===== src/rtl/instr_decode_if.sv =====
// instr_decode_if: fetch-side and downstream-side handshake bundle of the decode stage.
interface instr_decode_if #(
    parameter int CNT_W = 8
) ();
    logic             in_valid;
    logic [15:0]      in_instr;
    logic             in_ready;
    logic             flush;
    logic             out_valid;
    logic             out_ready;
    logic [3:0]       out_opcode;
    logic [2:0]       out_rd;
    logic [2:0]       out_rs;
    logic [2:0]       out_rt;
    logic [4:0]       out_imm5;
    logic             out_is_itype;
    logic             out_illegal;
    logic [CNT_W-1:0] decoded_count;

    modport slave (
        input  in_valid, in_instr, flush, out_ready,
        output in_ready, out_valid, out_opcode, out_rd, out_rs, out_rt,
               out_imm5, out_is_itype, out_illegal, decoded_count
    );

    modport master (
        output in_valid, in_instr, flush, out_ready,
        input  in_ready, out_valid, out_opcode, out_rd, out_rs, out_rt,
               out_imm5, out_is_itype, out_illegal, decoded_count
    );
endinterface


===== src/rtl/instr_decode_stage.sv =====
// instr_decode_stage: two-entry (main + skid) decode stage with delivered-instruction counter.
// Define DECODE_ILLEGAL_TRAP_EN to trap opcodes E/F in main until flush.
module instr_decode_stage #(
    parameter int         CNT_W      = 8,
    parameter logic [3:0] ITYPE_MASK = 4'b1000
) (
    input logic           clk,
    input logic           rst_n,
    instr_decode_if.slave bus
);
    typedef enum logic [1:0] {EMPTY, ONE, TWO} state_e;
    state_e           state_q, state_d;
    logic [15:0]      main_q, main_d, skid_q, skid_d;
    logic             in_ready_q, out_valid_q;
    logic [CNT_W-1:0] cnt_q;
    logic             illegal, accept, pop;

`ifdef DECODE_ILLEGAL_TRAP_EN
    assign illegal = out_valid_q && (main_q[15:13] == 3'b111);
`else
    assign illegal = 1'b0;
`endif
    assign accept = bus.in_valid && in_ready_q;
    assign pop    = out_valid_q && bus.out_ready && !illegal;

    always_comb begin
        state_d = state_q;
        main_d  = main_q;
        skid_d  = skid_q;
        if (bus.flush) state_d = EMPTY;
        else case (state_q)
            EMPTY: if (accept) begin
                main_d  = bus.in_instr;
                state_d = ONE;
            end
            ONE: if (accept && pop) main_d = bus.in_instr;
                else if (accept) begin
                    skid_d  = bus.in_instr;
                    state_d = TWO;
                end else if (pop) state_d = EMPTY;
            TWO: if (pop) begin
                main_d  = skid_q;
                state_d = ONE;
            end
            default: state_d = EMPTY;
        endcase
    end

    always_ff @(posedge clk or negedge rst_n) begin
        if (!rst_n) begin
            state_q     <= EMPTY;
            main_q      <= '0;
            skid_q      <= '0;
            in_ready_q  <= 1'b0;
            out_valid_q <= 1'b0;
            cnt_q       <= '0;
        end else begin
            state_q     <= state_d;
            main_q      <= main_d;
            skid_q      <= skid_d;
            in_ready_q  <= state_d != TWO;
            out_valid_q <= state_d != EMPTY;
            cnt_q       <= cnt_q + CNT_W'(pop);
        end
    end

    assign bus.in_ready      = in_ready_q;
    assign bus.out_valid     = out_valid_q;
    assign bus.out_opcode    = main_q[15:12];
    assign bus.out_rd        = main_q[11:9];
    assign bus.out_rs        = main_q[8:6];
    assign bus.out_rt        = main_q[5:3];
    assign bus.out_imm5      = main_q[4:0];
    assign bus.out_is_itype  = (main_q[15:12] & ITYPE_MASK) != 4'b0000;
    assign bus.out_illegal   = illegal;
    assign bus.decoded_count = cnt_q;
endmodule


===== src/flat_wrapper.sv =====
// flat-port wrapper written by rule: the top's interface ports become plain ports
module instr_decode_stage_flat 
#(
    parameter int         CNT_W      = 8,
    parameter logic [3:0] ITYPE_MASK = 4'b1000
)
  (clk, rst_n, bus_in_valid, bus_in_instr, bus_flush, bus_out_ready, bus_in_ready, bus_out_valid, bus_out_opcode, bus_out_rd, bus_out_rs, bus_out_rt, bus_out_imm5, bus_out_is_itype, bus_out_illegal, bus_decoded_count);
  instr_decode_if #(.CNT_W(CNT_W)) bus_i ();
  input logic clk;
  input logic rst_n;
  input wire logic [$bits(bus_i.in_valid)-1:0] bus_in_valid;
  input wire logic [$bits(bus_i.in_instr)-1:0] bus_in_instr;
  input wire logic [$bits(bus_i.flush)-1:0] bus_flush;
  input wire logic [$bits(bus_i.out_ready)-1:0] bus_out_ready;
  output wire logic [$bits(bus_i.in_ready)-1:0] bus_in_ready;
  output wire logic [$bits(bus_i.out_valid)-1:0] bus_out_valid;
  output wire logic [$bits(bus_i.out_opcode)-1:0] bus_out_opcode;
  output wire logic [$bits(bus_i.out_rd)-1:0] bus_out_rd;
  output wire logic [$bits(bus_i.out_rs)-1:0] bus_out_rs;
  output wire logic [$bits(bus_i.out_rt)-1:0] bus_out_rt;
  output wire logic [$bits(bus_i.out_imm5)-1:0] bus_out_imm5;
  output wire logic [$bits(bus_i.out_is_itype)-1:0] bus_out_is_itype;
  output wire logic [$bits(bus_i.out_illegal)-1:0] bus_out_illegal;
  output wire logic [$bits(bus_i.decoded_count)-1:0] bus_decoded_count;
  assign bus_i.in_valid = bus_in_valid;
  assign bus_i.in_instr = bus_in_instr;
  assign bus_i.flush = bus_flush;
  assign bus_i.out_ready = bus_out_ready;
  assign bus_in_ready = bus_i.in_ready;
  assign bus_out_valid = bus_i.out_valid;
  assign bus_out_opcode = bus_i.out_opcode;
  assign bus_out_rd = bus_i.out_rd;
  assign bus_out_rs = bus_i.out_rs;
  assign bus_out_rt = bus_i.out_rt;
  assign bus_out_imm5 = bus_i.out_imm5;
  assign bus_out_is_itype = bus_i.out_is_itype;
  assign bus_out_illegal = bus_i.out_illegal;
  assign bus_decoded_count = bus_i.decoded_count;
  instr_decode_stage #(.CNT_W(CNT_W), .ITYPE_MASK(ITYPE_MASK)) u_core (.clk(clk), .rst_n(rst_n), .bus(bus_i));
endmodule

===== config.mk =====
export PLATFORM = sky130hd
export DESIGN_NAME = instr_decode_stage_flat
export DESIGN_NICKNAME = d
export VERILOG_FILES = /design/src/rtl/instr_decode_if.sv /design/src/rtl/instr_decode_stage.sv /design/src/flat_wrapper.sv
export SDC_FILE = /design/constraint.sdc
export NUM_CORES = 1
export LEC_CHECK = 0
export CORE_ASPECT_RATIO = 1.1
export CORE_MARGIN = 3
export CORE_UTILIZATION = 30
export CTS_CLUSTER_SIZE = 30
export DETAILED_ROUTE_END_ITERATION = 10
export PLACE_DENSITY = 0.59
export SYNTH_ARGS = -nofsm -noshare
export SYNTH_HDL_FRONTEND = slang
export SYNTH_SLANG_ARGS = --single-unit

===== constraint.sdc =====
create_clock -name clk -period 2.01 [get_ports clk]
set_input_delay 0.402 -clock clk [delete_from_list [all_inputs] [get_ports clk]]
set_output_delay 0.402 -clock clk [all_outputs]
set_load 0.005 [all_outputs]

# Word level (Yosys, flattened, before mapping)
# Cells that the tools add are included.
# W data, S select, Z words.
# classes
mux	11
bitwise	2
n_addsub	1
reduce_logical	8
n_eq_ne	6
# ops
operator	n
$mux W16	3
$pmux W16 S3	1
$mux W2	6
$add A8 B1 Y8	1
$ne A2 B1 Y1 const B	3
$pmux W2 S3	1
$reduce_and A5 Y1	1
$reduce_and A4 Y1	1
$logic_and A1 B1 Y1	3
$reduce_bool A3 Y1	1
$eq A2 B1 Y1 const B	1
$eq A2 B2 Y1 const B	1
$logic_not A2 Y1	1
$ne A2 B2 Y1 const B	1
$not A1 Y1	2
$reduce_bool A2 Y1	1
# word_totals
inputBits	21
reg_bits	44
output_inout_bits	30

# Logic depth before layout (Yosys ltp)
# Gate-level depths: netlist of the first run.
# depth
ltp_word	7
depth_mapped	6

# Worst setup path after synthesis of the first run
# No wires, ideal clock.
# synth_timing
path_kind	flip-flop to flip-flop
start	register u_core.state_q[1]
end	register u_core.skid_q[10]
stages_incl_launch_ff	5
t_required_ns	1.885
path_buffers	1
setup_ns	0.125
synth_period_minus_slack_ns	1.606
setup_slack_ns	0.404
t_arrival_ns	1.481
cell_sequence	dfrtp_1 > nand3b_4 > nor3b_4 > buf_6 > mux2_2
# synth_between
elab_chain_cells	2
# synth_rtl
element	line_no	source
from (decl)	instr_decode_stage.sv:12	state_e state_q, state_d;
from (signal assigned)	instr_decode_stage.sv:58	state_q <= state_d;
$eq A2 B1 Y1	instr_decode_stage.sv:31	else case (state_q)
$reduce_and A4 Y1 (no line)	-	
to (signal assigned)	instr_decode_stage.sv:60	skid_q <= skid_d;
to (decl)	instr_decode_stage.sv:13	logic [15:0] main_q, main_d, skid_q, skid_d;
# No other way between the ends.
# A chain may end at the register's enable or synchronous reset.

# Worst setup path after layout of the first run
# layout_timing
start	input port bus_out_ready
end	register u_core.cnt_q[6] (netlist: u_core.bus.decoded_count[6])
# layout_between
elab_chain_cells	2
# layout_rtl
element	line_no	source
from (decl)	flat_wrapper.sv:14	input wire logic [$bits(bus_i.out_ready)-1:0] bus_out_ready;
$logic_and A1 B1 Y1	instr_decode_stage.sv:24	assign pop = out_valid_q && bus.out_ready && !illegal;
$add A8 B1 Y8	instr_decode_stage.sv:63	cnt_q <= cnt_q + CNT_W'(pop);
to (signal assigned)	instr_decode_stage.sv:63	
to (decl)	instr_decode_stage.sv:15	logic [CNT_W-1:0] cnt_q;
# No other way between the ends.

==> results.json, run 1 <==
{
  "drt-total-wl_um": 4070,
  "layout_min_cycle_time_ns": 1.81,
  "die_w_um": 81.8,
  "arrival_ns": 1.99,
  "final-hold-violation-count": 0,
  "swShare": 0.263,
  "crit_path_frequent_cell": "ha_1",
  "place_inst": 265,
  "clk_latency_ns": 0.29,
  "worstPathRequired_ns": 2.19,
  "syn2layout_area_growth_pct": 37.0,
  "antenna_cells": 0,
  "dieArea_um2": 7310,
  "syn_nets": 163,
  "track_usage": 0.123,
  "cts_buffers": 5,
  "wl_per_cell_um": 15.0,
  "hold_path_class": "in2async",
  "drv_cap": 0,
  "fin_crit_sh": 0.903,
  "cts-root-buf": "clkbuf_8",
  "cts_num_sinks": 44,
  "vdd_drop_max_mv": 0.591,
  "port_buffers": 49,
  "viasPerCell": 4.86,
  "rsz0062_at_grt": "false",
  "seq_area_frac_synth": 0.581,
  "grt_overflow": 0,
  "synth_edf_count": 0,
  "drt_iter0_drc": 48,
  "grt_max_degree": 45,
  "vias": 1323,
  "drtPass1Iterations": 6,
  "power.leakage_nw": 1.08,
  "fin_cells": 272,
  "layout-drive-gt1-share": 0.200,
  "synth-main-ff-cell": "dfrtp_1",
  "slew_viol_final": 0,
  "combPwrFrac": 0.308,
  "pin_count": 51,
  "cp-start-kind": "input pin",
  "cts_tree": "built",
  "finClkSkew_ns": 0.00416,
  "worst_pin_slew_ns": 0.735,
  "syn-cell-area_um2": 1900,
  "rows": 29,
  "clkTransAtPathRegs_ns": 0.08,
  "critPathKind": "in2reg",
  "crit_path_end_kind": "flip-flop",
  "async_flop_share": 1.00,
  "num-fill-cells": 572,
  "seq_power_share": 0.487,
  "antenna_found_initial": 0,
  "relSlewSlack": 0.509,
  "synth_seq_cells": 44,
  "dp_hpwl_um": 2770,
  "p_per_area_nw_per_um2": 1090,
  "pwr-share-clk": 0.205,
  "final_antenna_net_count": 0,
  "clk_path_buf_depth": 2,
  "synthCells": 140,
  "finish.utilization": 0.437,
  "slowest_delay_ns": 0.47,
  "grt_pass1_wl_um": 6710,
  "clock.fmax_mhz": 551,
  "outcome": "completed",
  "nets": 218,
  "die-height_um": 89.4,
  "placed_cell_area_um2": 2500,
  "start_util": 0.319,
  "setup_viol": 0,
  "worst_path_max_delay_cell": "clkdlybuf4s50_1",
  "drc": 0,
  "p_int_w": 0.00209,
  "grt_pass1_vias": 1314,
  "syn_area_per_cell_um2": 13.5,
  "holdBufCountCts": 0,
  "yosysWarningCount": 0,
  "crit_chain": "clkdlybuf4s50_1 > buf_4 > and2_0 > ha_1 > ha_1 > and3_1 > nand3_1 > xnor2_1",
  "ys_types": 32,
  "p_switching_w": 0.000743,
  "core-area_um2": 5950,
  "critPathMaxFanout": 3,
  "routabilityCongestion": 0.748,
  "htreeDepth": 2,
  "final_area_um2": 2600
}
## cells in the mapped netlist (2+ instances only)
library cell	instances	area share
a21oi_1	2	0.0053
a2bb2oi_1	17	0.079
and2_1	2	0.0066
and3_1	2	0.0066
buf_4	4	0.016
buf_6	3	0.018
clkbuf_1	4	0.0079
dfrtp_1	44	0.58
ha_1	2	0.013
mux2_2	16	0.095
nand2_1	2	0.0040
nand3_1	2	0.0053
nor2_1	2	0.0040
o22ai_1	16	0.053
xnor2_1	4	0.018
xor2_1	2	0.0092
## cell families after synthesis
logic type,synth area share
adder cells (fa/ha/maj),0.0132
AND/OR/NAND/NOR,0.0766
AO/OA/AOI/OAI,0.163
other,0.00198
XOR/XNOR,0.0277
buffers and inverters,0.0416
multiplexers,0.0950
flip-flops,0.581
## worst paths after layout
path	from	to	slack, ns	cells past startpoint
max	bus_out_ready	u_core.bus.decoded_count[6]	0.20	8
min	rst_n	u_core.main_q[9]	0.18	2
max reg2reg	u_core.state_q[0]	u_core.main_q[10]	0.46	3
min reg2reg	u_core.bus.decoded_count[7]	u_core.bus.decoded_count[7]	0.47	1
max in group asynchronous	rst_n	u_core.main_q[2]	1.46	2
min in group clk	u_core.bus.decoded_count[7]	u_core.bus.decoded_count[7]	0.47	1
## worst max-delay path: cells and delay by family
kind | cells | cell delay (ns)
xor gates and xnor gates | 1 | 0.13
adders and majority gates | 2 | 0.41
buffers and inverters | 2 | 0.58
and+or+nand+nor | 3 | 0.47
## layout make-up
| cell class | instances | area (um2) | area share |
|---|---|---|---|
| Tap cell | 77 | 96.3 | 0.0371 |
| Sequential cell | 44 | 1100 | 0.424 |
| Clock buffer | 7 | 96.3 | 0.0371 |
| Timing Repair Buffer | 59 | 586 | 0.225 |
| Multi-Input combinational cell | 85 | 718 | 0.276 |
## sequential cells by signal, summed over array words and instances (netlist names)
register,count
u_core.bus.in_ready,1
u_core.state_q,2
u_core.bus.out_valid,1
u_core.skid_q,16
u_core.bus.decoded_count,8
u_core.main_q,16
## through the flow
step                setup WS (ns)  TNS, ns  hold slack [ns]  power (W)
floorplan                   0.404        0            0.106    0.00177
global placement           -0.193    -3.32            0.467    0.00226
detailed placement         -0.264    -3.81            0.474    0.00228
CTS                        0.0530        0            0.189    0.00288
global route               0.0972        0            0.206    0.00301
finish                      0.195        0            0.177    0.00283
## placed cells by master, fill, tap and decap left out, drive strengths merged, types with 3 or more instances in the layout
cell            n
clkdlybuf4s50  48
xnor2           4
clkbuf          7
mux2           16
a2bb2oi        17
and2            3
o22ai          16
buf            11
dfrtp          44
## metal layers
| layer | global-route usage | up-vias | part of all wire |
|---|---|---|---|
| li1 | - | 626 | - |
| met1 | 0.171 | 661 | 0.46 |
| met2 | 0.177 | 31 | 0.47 |
| met3 | 0.0403 | 5 | 0.058 |
| met4 | 0.0453 | 0 | 0.015 |
| met5 | 0 | - | 0 |
## timing repair
action | 4_1_cts | 5_1_grt
gates resized for setup | 0 | 1
endpoints found under the hold margin | 0 | 0
buffers inserted | 0 | 0
endpoints found under the setup margin | 0 | 16
## power by group through the flow
stage | logic, W | registers (W) | clock network (W)
3_3_place_gp | 0.000870 | 0.00139 | 0
5_1_grt | 0.000951 | 0.00142 | 0.000643
2_1_floorplan | 0.000410 | 0.00136 | 0
3_5_place_dp | 0.000886 | 0.00139 | 0
6_report | 0.000873 | 0.00138 | 0.000580
4_1_cts | 0.000891 | 0.00138 | 0.000609
Power figures use the tool's default switching activity.
==> run 2: changes to the inputs <==
--- a/config.mk
+++ b/config.mk
@@ -6,11 +6,11 @@
 export NUM_CORES = 1
 export LEC_CHECK = 0
 export CORE_ASPECT_RATIO = 1.1
-export CORE_MARGIN = 3
-export CORE_UTILIZATION = 30
+export CORE_MARGIN = 8
+export CORE_UTILIZATION = 47
 export CTS_CLUSTER_SIZE = 30
 export DETAILED_ROUTE_END_ITERATION = 10
-export PLACE_DENSITY = 0.59
+export PLACE_DENSITY = 0.83
 export SYNTH_ARGS = -nofsm -noshare
 export SYNTH_HDL_FRONTEND = slang
 export SYNTH_SLANG_ARGS = --single-unit
==> results.json, run 2 (synthesis gave the netlist of run 1 again) <==
{
  "dieArea_um2": 6320,
  "track_usage": 0.149,
  "finClkSkew_ns": 0.00350,
  "die-height_um": 82.6,
  "relSlewSlack": 0.532,
  "drt_iter0_drc": 73,
  "port_buffers": 49,
  "die_w_um": 76.6,
  "power.leakage_nw": 1.08,
  "rsz0062_at_grt": "false",
  "htreeDepth": 2,
  "cts_buffers": 5,
  "slew_viol_final": 0,
  "grt_max_degree": 22,
  "clock.fmax_mhz": 545,
  "swShare": 0.274,
  "clk_latency_ns": 0.29,
  "final-hold-violation-count": 0,
  "core-area_um2": 3930,
  "start_util": 0.482,
  "cts-root-buf": "clkbuf_8",
  "combPwrFrac": 0.318,
  "arrival_ns": 2.01,
  "rows": 24,
  "layout-drive-gt1-share": 0.198,
  "antenna_found_initial": 0,
  "total_power_w": 0.00285,
  "routabilityCongestion": 0.719,
  "setup_viol": 0,
  "drt-total-wl_um": 4550,
  "p_switching_w": 0.000780,
  "drtPass1Iterations": 4,
  "critPathMaxFanout": 3,
  "dp_hpwl_um": 3320,
  "seq_power_share": 0.487,
  "layout_commonest_cell": "clkdlybuf4s50_1",
  "postCtsSetupBuffers": 0,
  "dp_slack_ns": -0.205,
  "crit_path_end_kind": "flip-flop",
  "pin_count": 51,
  "clk_path_buf_depth": 2,
  "cts_num_sinks": 44,
  "outcome": "completed",
  "place_inst": 241,
  "worst_slack_ns": 0.176,
  "fin_crit_sh": 0.912,
  "cp-start-kind": "input pin",
  "viasPerCell": 5.53,
  "vias": 1377,
  "grt_overflow": 0,
  "drv_cap": 0,
  "finish.utilization": 0.653,
  "cts_tree": "built",
  "vdd_drop_max_mv": 0.575,
  "syn2layout_area_growth_pct": 35.4,
  "hold_path_class": "in2async",
  "antenna_cells": 0,
  "pwr-share-clk": 0.195,
  "wl_per_cell_um": 18.3,
  "grt_pass1_wl_um": 7440,
  "critPathKind": "in2reg",
  "grt_pass1_vias": 1509,
  "worst_pin_slew_ns": 0.701,
  "worstPathRequired_ns": 2.18,
  "final_antenna_net_count": 0,
  "layout_min_cycle_time_ns": 1.83,
  "hold_ws_ns": 0.0379,
  "drc": 0,
  "mostFrequentLayoutCells": "clkdlybuf4s50_1 (48), dfrtp_1 (44), a2bb2oi_1 (17), mux2_2 (16), o22ai_1 (16)",
  "p_int_w": 0.00207,
  "nets": 219,
  "p_per_area_nw_per_um2": 1110,
  "fin_cells": 249,
  "clkTransAtPathRegs_ns": 0.08
}
run 2: cell types whose count changed in the layout (fill, tap and decap cells not counted), sizes merged:
| cell | delta |
|---|---|
| buf | +1 |
| clkbuf | +1 |
run 2: final cells by class:
type	count	area, um2
fillers	289	1370
flip-flops and latches	44	1100
multi-input cells	85	718
repair buffers	60	593
clock buffers	8	90.1
well taps	52	65.1
run 2: per-layer routing:
metal  vias to the layer above  GRT usage  share of wire
met5                         -          0              0
met4                         0     0.0673          0.022
met3                         7     0.0509          0.054
met2                        46      0.256           0.50
met1                       689      0.168           0.43
li1                        635          -              -
run 2: path summary, 6_finish.rpt:
kind | from | to | slack [ns] | cells after the start
max in group asynchronous | rst_n | u_core.skid_q[13] | 1.43 | 2
worst max-delay path | bus_out_ready | u_core.bus.decoded_count[6] | 0.18 | 7
worst min register to register | u_core.bus.decoded_count[7] | u_core.bus.decoded_count[7] | 0.47 | 1
worst max register to register | u_core.bus.out_valid | u_core.bus.decoded_count[6] | 0.37 | 6
worst min-delay path | rst_n | u_core.skid_q[1] | 0.04 | 1
min in group clk | u_core.bus.decoded_count[7] | u_core.bus.decoded_count[7] | 0.47 | 1
run 2: power groups by stage:
stage	clock network [W]	logic (W)	registers (W)
floorplan	0	0.000410	0.00136
global placement	0	0.000872	0.00137
detailed placement	0	0.000914	0.00140
CTS	0.000567	0.000918	0.00138
global route	0.000601	0.000978	0.00142
finish	0.000556	0.000904	0.00139
run 2: critical path, cell delays in order:
cell and delay, ns:
clkdlybuf4s50_1 0.50, and2_0 0.19, ha_1 0.23, ha_1 0.20, and3_1 0.21, nand3_1 0.11, xnor2_1 0.15
run 2: stage by stage:
step	instance area, um2	TNS [ns]
4_1_cts	2560	0
2_1_floorplan	1900	0
3_5_place_dp	2470	-3.36
5_1_grt	2570	0
3_3_place_gp	2470	-0.648
6_report	2570	0
run 2: timing repair:
action / 4_1_cts / 5_1_grt
setup endpoints to repair: 0 / 7
resized for setup: 0 / 1
hold buffers: 0 / 0
